## config.mk

```make
export PLATFORM = sky130hd
export DESIGN_NAME = pkt_ser
export DESIGN_NICKNAME = d
export VERILOG_FILES = /design/src/rtl/pkt_ser.sv
export SDC_FILE = /design/constraint.sdc
export NUM_CORES = 1
export LEC_CHECK = 0
export CAP_MARGIN = 30
export CORE_MARGIN = 2
export CORE_UTILIZATION = 51
export DETAILED_ROUTE_END_ITERATION = 16
export DONT_BUFFER_PORTS = 1
export PLACE_DENSITY = 0.66
export SLEW_MARGIN = 20
export SYNTH_ARGS = -nofsm -noshare
export SYNTH_HDL_FRONTEND = slang
export SYNTH_SLANG_ARGS = --single-unit
```

## constraint.sdc

```tcl
create_clock -name rclk -period 3.9 [get_ports rclk]
set_input_delay 0.78 -clock rclk [delete_from_list [all_inputs] [get_ports rclk]]
set_output_delay 0.78 -clock rclk [all_outputs]
set_load 0.005 [all_outputs]
```

## src/rtl/pkt_ser.sv

```systemverilog
// Packet serializer on the FIFO read side: pops {end_flag, payload} words and
// frames each one as start, payload LSB-first, end flag and stop, paced by s_tick.
module pkt_ser #(
  parameter int DSIZE = 4,
  parameter int CSIZE = 8
) (
  input  logic             rclk,
  input  logic             rrst,
  input  logic [DSIZE:0]   rdata,
  input  logic             rempty,
  output logic             r_en,
  input  logic             s_tick,
  output logic             sdata,
  output logic             sframe,
  output logic             pkt_done,
  output logic [CSIZE-1:0] pkt_cnt,
  output logic             underrun
);

  localparam int BW = (DSIZE > 1) ? $clog2(DSIZE) : 1;
  localparam logic [BW-1:0] BCNT_LAST = BW'(DSIZE - 1);

  typedef enum logic [2:0] {
    S_IDLE, S_START, S_DATA, S_FLAG, S_STOP, S_WAIT
  } state_t;

  state_t             state_q, state_d;
  logic [DSIZE-1:0]   shreg_q, shreg_d;
  logic               flag_q, flag_d;
  logic [BW-1:0]      bcnt_q, bcnt_d;
  logic               sdata_q, sdata_d;
  logic               sframe_q, sframe_d;
  logic               pkt_done_q, pkt_done_d;
  logic [CSIZE-1:0]   pkt_cnt_q, pkt_cnt_d;
  logic               underrun_q, underrun_d;
  logic               ld;

  // A word is accepted only on a tick; after the final word of a packet the
  // STOP tick returns to IDLE instead, which forces one idle bit between packets.
  assign ld = s_tick & ~rempty &
              ((state_q == S_IDLE) | (state_q == S_WAIT) |
               ((state_q == S_STOP) & ~flag_q));

  assign r_en = ld & ~rrst;

  always_ff @(posedge rclk) begin
    if (rrst) state_q <= S_IDLE;
    else      state_q <= state_d;
  end

  always_comb begin
    state_d = state_q;
    if (s_tick) begin
      case (state_q)
        S_IDLE, S_WAIT: if (ld) state_d = S_START;
        S_START:        state_d = S_DATA;
        S_DATA:         if (bcnt_q == BCNT_LAST) state_d = S_FLAG;
        S_FLAG:         state_d = S_STOP;
        S_STOP: begin
          if (flag_q)  state_d = S_IDLE;
          else if (ld) state_d = S_START;
          else         state_d = S_WAIT;
        end
        default:        state_d = S_IDLE;
      endcase
    end
  end

  always_comb begin
    shreg_d    = shreg_q;
    flag_d     = flag_q;
    bcnt_d     = bcnt_q;
    sdata_d    = sdata_q;
    sframe_d   = sframe_q;
    pkt_done_d = 1'b0;
    pkt_cnt_d  = pkt_cnt_q;
    underrun_d = underrun_q;
    if (ld) begin
      shreg_d  = rdata[DSIZE-1:0];
      flag_d   = rdata[DSIZE];
      sdata_d  = 1'b0;
      sframe_d = 1'b1;
    end else if (s_tick) begin
      case (state_q)
        S_START: begin
          sdata_d = shreg_q[0];
          shreg_d = shreg_q >> 1;
          bcnt_d  = '0;
        end
        S_DATA: begin
          if (bcnt_q == BCNT_LAST) begin
            sdata_d = flag_q;
          end else begin
            sdata_d = shreg_q[0];
            shreg_d = shreg_q >> 1;
            bcnt_d  = bcnt_q + 1'b1;
          end
        end
        S_FLAG: sdata_d = 1'b1;
        S_STOP: begin
          if (flag_q) begin
            pkt_done_d = 1'b1;
            pkt_cnt_d  = pkt_cnt_q + 1'b1;
            sframe_d   = 1'b0;
          end else begin
            // Mid-packet starvation: the line holds the stop level inside the frame.
            underrun_d = 1'b1;
          end
        end
        default: ;
      endcase
    end
  end

  always_ff @(posedge rclk) begin
    if (rrst) begin
      shreg_q    <= '0;
      flag_q     <= 1'b0;
      bcnt_q     <= '0;
      sdata_q    <= 1'b1;
      sframe_q   <= 1'b0;
      pkt_done_q <= 1'b0;
      pkt_cnt_q  <= '0;
      underrun_q <= 1'b0;
    end else begin
      shreg_q    <= shreg_d;
      flag_q     <= flag_d;
      bcnt_q     <= bcnt_d;
      sdata_q    <= sdata_d;
      sframe_q   <= sframe_d;
      pkt_done_q <= pkt_done_d;
      pkt_cnt_q  <= pkt_cnt_d;
      underrun_q <= underrun_d;
    end
  end

  assign sdata    = sdata_q;
  assign sframe   = sframe_q;
  assign pkt_done = pkt_done_q;
  assign pkt_cnt  = pkt_cnt_q;
  assign underrun = underrun_q;

endmodule
```

==> impl_metrics.toml, run 1 <==
[timing]
finalWorstSetupSlack_ps = 1130
tns_ps = 0
setup_violations = 0
slew_violations = 0
relSlewSlack_pct = 54.6
tightest_slew_ps = 675
min_period_ps = 2770
fmax_mhz = 361
period_share_pct = 71.1
rsz0062_at_grt = "false"
fin_skew_ps = 3.22
hold_viol = 0

[floorplanning]
start_util_pct = 54.9
die_area_sq_mm = 0.00252
rows = 16
core_sq_mm = 0.00198
num_io_pins = 22
fp.dieW_microns = 50.2
die_y_microns = 50.2

[worst_setup_path]
crit_path_end_kind = "primary output"
crit_type = "flop to primary output"
path_max_fanout = 13
r2r_end = "sdata"
regToRegSetupSlack_ps = 1990
critPathCapture = "r_en"
worstPathArrival_ps = 1990
critPathLaunchType = "flop"
r2r_start = "state_q[0]"
rr_worst_depth = 4
startpoint = "state_q[0]"
required_ps = 3120

[yosys]
ys_seq_elements = 22
netlist_instances = 123
ys_seq_area_share_pct = 40.5
synth.distinct_cells = 36
syn-cell-area_sq_mm = 0.00109
yosys_warnings = 0
synth.avg_cell_area_sq_um = 8.84
synth_fp_nets = 134

[cts]
cts_sinks = 22
postCtsSetupRepairBufs = 0
cts.htree.levels = 1
cts_root_buf = "clkbuf_4"
ctsResizeCount = 0
clk_latency_ps = 310
cts_hold_buf = 0
clk_pin_slew_worst_paths_ps = 130
tritoncts = "yes"
cts_buffers = 3
clockBufferDepth = 2

[drt]
firstDrtPassIters = 4
drt.antenna.violating_nets = 0
drt_wl_total_mm = 2.10
wl_per_cell_microns = 14.3
drt_iter0_drc = 14
avgViaCountPerCell = 5.92
post-route-drc-count = 0
via_count = 870

[global_route]
grt-ovfl-total = 0
grt_max_degree = 24
track_usage_pct = 18.1
grt_pass1_vias = 831
antenna_found_initial = 0
grt_pass1_wl_mm = 3.57

[power_and_ir_drop]
p_sw_share_pct = 22.2
p_comb_share_pct = 8.6
peakVddDrop_uv = 281
p_int_uw = 353
seqPwrFrac_pct = 53.1
pwr-share-clk_pct = 38.4
switchingPower_uw = 101
power_leakage_uw = 0.000380
powerDensity_mw_per_mm2 = 402

[cells_and_area]
postLayoutCoreUtil_pct = 57.1
antennaDiodeCount = 0
final_layout_size_suffix_gt1_share_pct = 6.67
post-route-cell-area_sq_mm = 0.00113
finalNetCount = 132
nFillCells = 192
area.growth.synth_to_final_pct = 4.03

[min_path]
hold_path.class = "flop to flop"
hold_start = "bcnt_q[1]"

[placement]
placed_area_sq_mm = 0.00108
post-place-ws_ps = 1430
gp_congestion = 0.840
port_buffers = 0
dp_hpwl_mm = 1.54

[status]
status = "completed"

[flow_run]
max_cap_violations = 0
## power by group through the flow
stage	registers, uW	logic [uW]	clock network (uW)
2_1_floorplan	241	41.2	0
3_3_place_gp	246	38.3	0
3_5_place_dp	246	38.8	0
4_1_cts	241	39.0	179
5_1_grt	243	43.0	188
6_report	241	38.9	174
## cells in the mapped netlist
| library cell | instances | share of area (%) |
|---|---|---|
| a2111oi_1 | 1 | 0.92 |
| a21oi_1 | 9 | 4.1 |
| a22oi_1 | 4 | 2.8 |
| a31oi_1 | 1 | 0.58 |
| a32o_1 | 1 | 0.92 |
| a41oi_1 | 1 | 0.81 |
| and2_1 | 1 | 0.58 |
| and2b_1 | 1 | 0.69 |
| and3b_2 | 1 | 0.92 |
| and4_1 | 1 | 0.81 |
| buf_2 | 1 | 0.46 |
| buf_6 | 2 | 2.1 |
| clkbuf_1 | 4 | 1.4 |
| dfxtp_1 | 22 | 41 |
| ha_1 | 2 | 2.3 |
| inv_1 | 1 | 0.34 |
| mux2i_1 | 3 | 2.8 |
| nand2_1 | 8 | 2.8 |
| nand2b_1 | 4 | 2.3 |
| nand3_1 | 7 | 3.2 |
| nand3b_1 | 2 | 1.4 |
| nand4_1 | 2 | 1.2 |
| nor2_1 | 14 | 4.8 |
| nor2b_1 | 4 | 2.3 |
| nor3_1 | 2 | 0.92 |
| nor3b_1 | 2 | 1.4 |
| nor4_1 | 2 | 1.2 |
| nor4_2 | 1 | 1.2 |
| o21a_1 | 2 | 1.4 |
| o21ai_0 | 6 | 2.8 |
| o311ai_4 | 1 | 2.4 |
| or3_1 | 2 | 1.2 |
| or4_1 | 1 | 0.69 |
| or4b_4 | 1 | 1.3 |
| xnor2_1 | 4 | 3.2 |
| xor2_1 | 2 | 1.6 |
## through the flow
step / hold slack (ps) / instances / power, uW
2_1_floorplan: 436 / 123 / 282
3_3_place_gp: 439 / 143 / 284
3_5_place_dp: 452 / 143 / 285
4_1_cts: 470 / 147 / 459
5_1_grt: 498 / 147 / 474
6_report: 466 / 147 / 454
## worst max-delay path, cell delays in order, from the launching register on
cell and delay [ps]:
dfxtp_1 550, and3b_2 300, or4_1 660, nor2_1 180
## cell type report
cell class,instances,area (sq um),share of cell area (%)
clock buffer,3,22.5,1.99
clock inverter,1,30.0,2.65
inverter,1,3.75,0.332
multi-input combinational,93,601,53.1
sequential,22,440,38.9
tap,27,33.8,2.99
## metal layers
metal,routed length (microns),vias to the layer above,track usage (%)
met5,0,-,0
met4,7,0,4.17
met3,133,2,5.06
met2,984,21,30.5
met1,977,411,22.7
li1,-,436,-
## how the worst min path moves through the flow
stage,to,slack (ps),depth (start not counted)
6_report,bcnt_q[1],470,2
5_1_grt,bcnt_q[1],500,2
4_1_cts,bcnt_q[1],470,2
3_5_place_dp,bcnt_q[1],450,2
3_3_place_gp,bcnt_q[1],440,2
2_1_floorplan,bcnt_q[1],440,2
## kinds of logic after synthesis
| family | after synthesis | synth area share [%] |
|---|---|---|
| and+or+nand+nor | 56 | 28.7 |
| DFF | 22 | 40.5 |
| adders and majority gates | 2 | 2.30 |
| buffers and inverters | 8 | 4.26 |
| xor gates and xnor gates | 6 | 4.83 |
| AOI/OAI and AO/OA | 26 | 16.7 |
| muxes | 3 | 2.76 |
## sequential cells by signal, indices dropped and copies added (netlist names)
signal / cells
bcnt_q: 2
underrun: 1
state_q: 3
shreg_q: 4
pkt_cnt: 8
sdata: 1
flag_q: 1
pkt_done: 1
sframe: 1
## cells in the final DEF, fill, tap and decap left out, drive strengths merged
cell type  count
dfxtp         22
nor2          14
a21oi          9
nand2          8
nand3          7
o21ai          6
nor2b          4
nand2b         4
xnor2          4
a22oi          4
mux2i          3
clkbuf         3
nor4           3
nand3b         2
nor3b          2
o21a           2
nor3           2
or3            2
nand4          2
xor2           2
ha             2
and3b          1
or4            1
inv            1
and2b          1
or4b           1
o311ai         1
a2111oi        1
a32o           1
a31oi          1
and4           1
a41oi          1
and2           1
bufinv         1
(Power assumes the default switching activity.)
==> run 2: changes to the inputs <==
- clock period: 3.9 -> 2.7 ns (I/O delays scaled with it)
==> run 2 against run 1 <==
Effect of this change:
- routed wire length barely moved
- power grew 29%
- first-iteration DRC count down 50%
- count of clock-buffer cells in the layout up 1
- largest cell class unchanged
==> impl_metrics.toml, run 2 (synthesis results as in run 1) <==
[worst_setup_path]
worst-path-buf-inv = 0
r2r_start = "state_q[0]"
r2r_end = "sdata"
cp_top_family = "simple AND/OR/NAND/NOR gates"
worstPathArrival_ps = 1980
critical_path.max_stage_delay_ps = 670
crit_path_top_delay_cell = "or4_1"
cp_num_cells = 3
critPathLaunchType = "flop"
required_ps = 2160
rr_worst_depth = 4
crit_path_end_kind = "primary output"
crit_type = "flop to primary output"
path_max_fanout = 13
regToRegSetupSlack_ps = 790
cp_cell_sequence = "and3b_2 > or4_1 > nor2_1"

[cells_and_area]
largest_reg_flops = 8
finalNetCount = 132
layout_commonest_cell = "dfxtp_1"
mostFrequentLayoutCells = "22 x dfxtp_1, 14 x nor2_1, 9 x a21oi_1"
nFillCells = 199
instances_no_fill = 147
final_layout_size_suffix_gt1_share_pct = 6.67
antennaDiodeCount = 0
area.growth.synth_to_final_pct = 2.53

[global_route]
grt_pass1_vias = 785
antenna_found_initial = 0
grt_pass1_wl_mm = 3.45
track_usage_pct = 18.0
grt_max_degree = 24
grt-ovfl-total = 0

[placement]
dp_hpwl_mm = 1.52
dp_cells = 143
gp_congestion = 0.834
port_buffers = 0

[power_and_ir_drop]
peakVddDrop_uv = 347
power_leakage_uw = 0.000373
powerDensity_mw_per_mm2 = 525

[min_path]
hold_start = "rrst"
hold_path.class = "input port to flop"
hold_depth = 1
hold_end = "bcnt_q[0]"

[status]
status = "completed"

[timing]
fin_skew_ps = 0.916
tightest_slew_ps = 676
setup_violations = 0
tns_ps = 0
hold_viol = 0
min_period_ps = 2520
rsz0062_at_grt = "false"
period_share_pct = 93.5
relSlewSlack_pct = 54.6
slew_violations = 0
fmax_mhz = 396

[drt]
firstDrtPassIters = 4
wl_per_cell_microns = 14.3
drt.antenna.violating_nets = 0
drt_iter0_drc = 7
drt_wl_total_mm = 2.10
post-route-drc-count = 0
via_count = 869
avgViaCountPerCell = 5.91

[cts]
clk_latency_ps = 310
clk_pin_slew_worst_paths_ps = 120
cts_hold_buf = 0
cts_buffers = 3
tritoncts = "yes"
clockBufferDepth = 2
cts.htree.levels = 1
cts_root_buf = "clkbuf_4"
postCtsSetupRepairBufs = 0
ctsResizeCount = 0
cts_sinks = 22

[floorplanning]
core_sq_mm = 0.00198
rows = 16
fp.dieW_microns = 50.2
num_io_pins = 22
die_y_microns = 50.2
start_util_pct = 54.9
die_area_sq_mm = 0.00252

[flow_run]
max_cap_violations = 0
==> run 2: cell types whose count changed in the layout (fill, tap and decap cells not counted), sizes merged <==
cell / change
bufinv: -1
clkbuf: +1
==> run 2: metrics by stage <==
stage	hold slack (ps)	cell area (sq um)	total power, uW	setup slack, ps	util, %
6_report	281	1110	585	176	56.3
5_1_grt	256	1110	612	67.1	56.3
4_1_cts	269	1110	593	165	56.3
3_5_place_dp	443	1080	411	540	54.4
3_3_place_gp	438	1080	410	549	54.4
2_1_floorplan	436	1090	407	664	-
==> run 2: worst max path at each step <==
stage / slack (ps) / start / to
global placement: 550 / state_q[0] / r_en
floorplan: 660 / state_q[2] / r_en
CTS: 160 / state_q[0] / r_en
finish: 180 / state_q[0] / r_en
detailed placement: 540 / state_q[0] / r_en
global route: 70 / state_q[0] / r_en
==> run 2: area by class of cell <==
| cell class | count | area, sq um | share of cell area, % |
|---|---|---|---|
| flip-flops and latches | 22 | 440 | 39.5 |
| clock buffers | 4 | 36.3 | 3.25 |
| multi-input cells | 93 | 601 | 53.9 |
| inverters | 1 | 3.75 | 0.337 |
| well taps | 27 | 33.8 | 3.03 |
==> run 2: metal layers <==
layer  global-route usage, %  share of wire [%]
met3                    3.57                5.8
met2                    28.5                 45
met1                    23.0                 46
met5                       0                  0
met4                    9.72                2.2
==> run 2: power by group <==
part / leakage (uW) / total, uW / internal, uW / switching [uW]
Clock: 0.0000210 / 181 / 82.4 / 98.8
Sequential: 0.000178 / 348 / 335 / 12.8
Combinational: 0.000173 / 55.9 / 25.2 / 30.7
Total: 0.000373 / 585 / 443 / 142
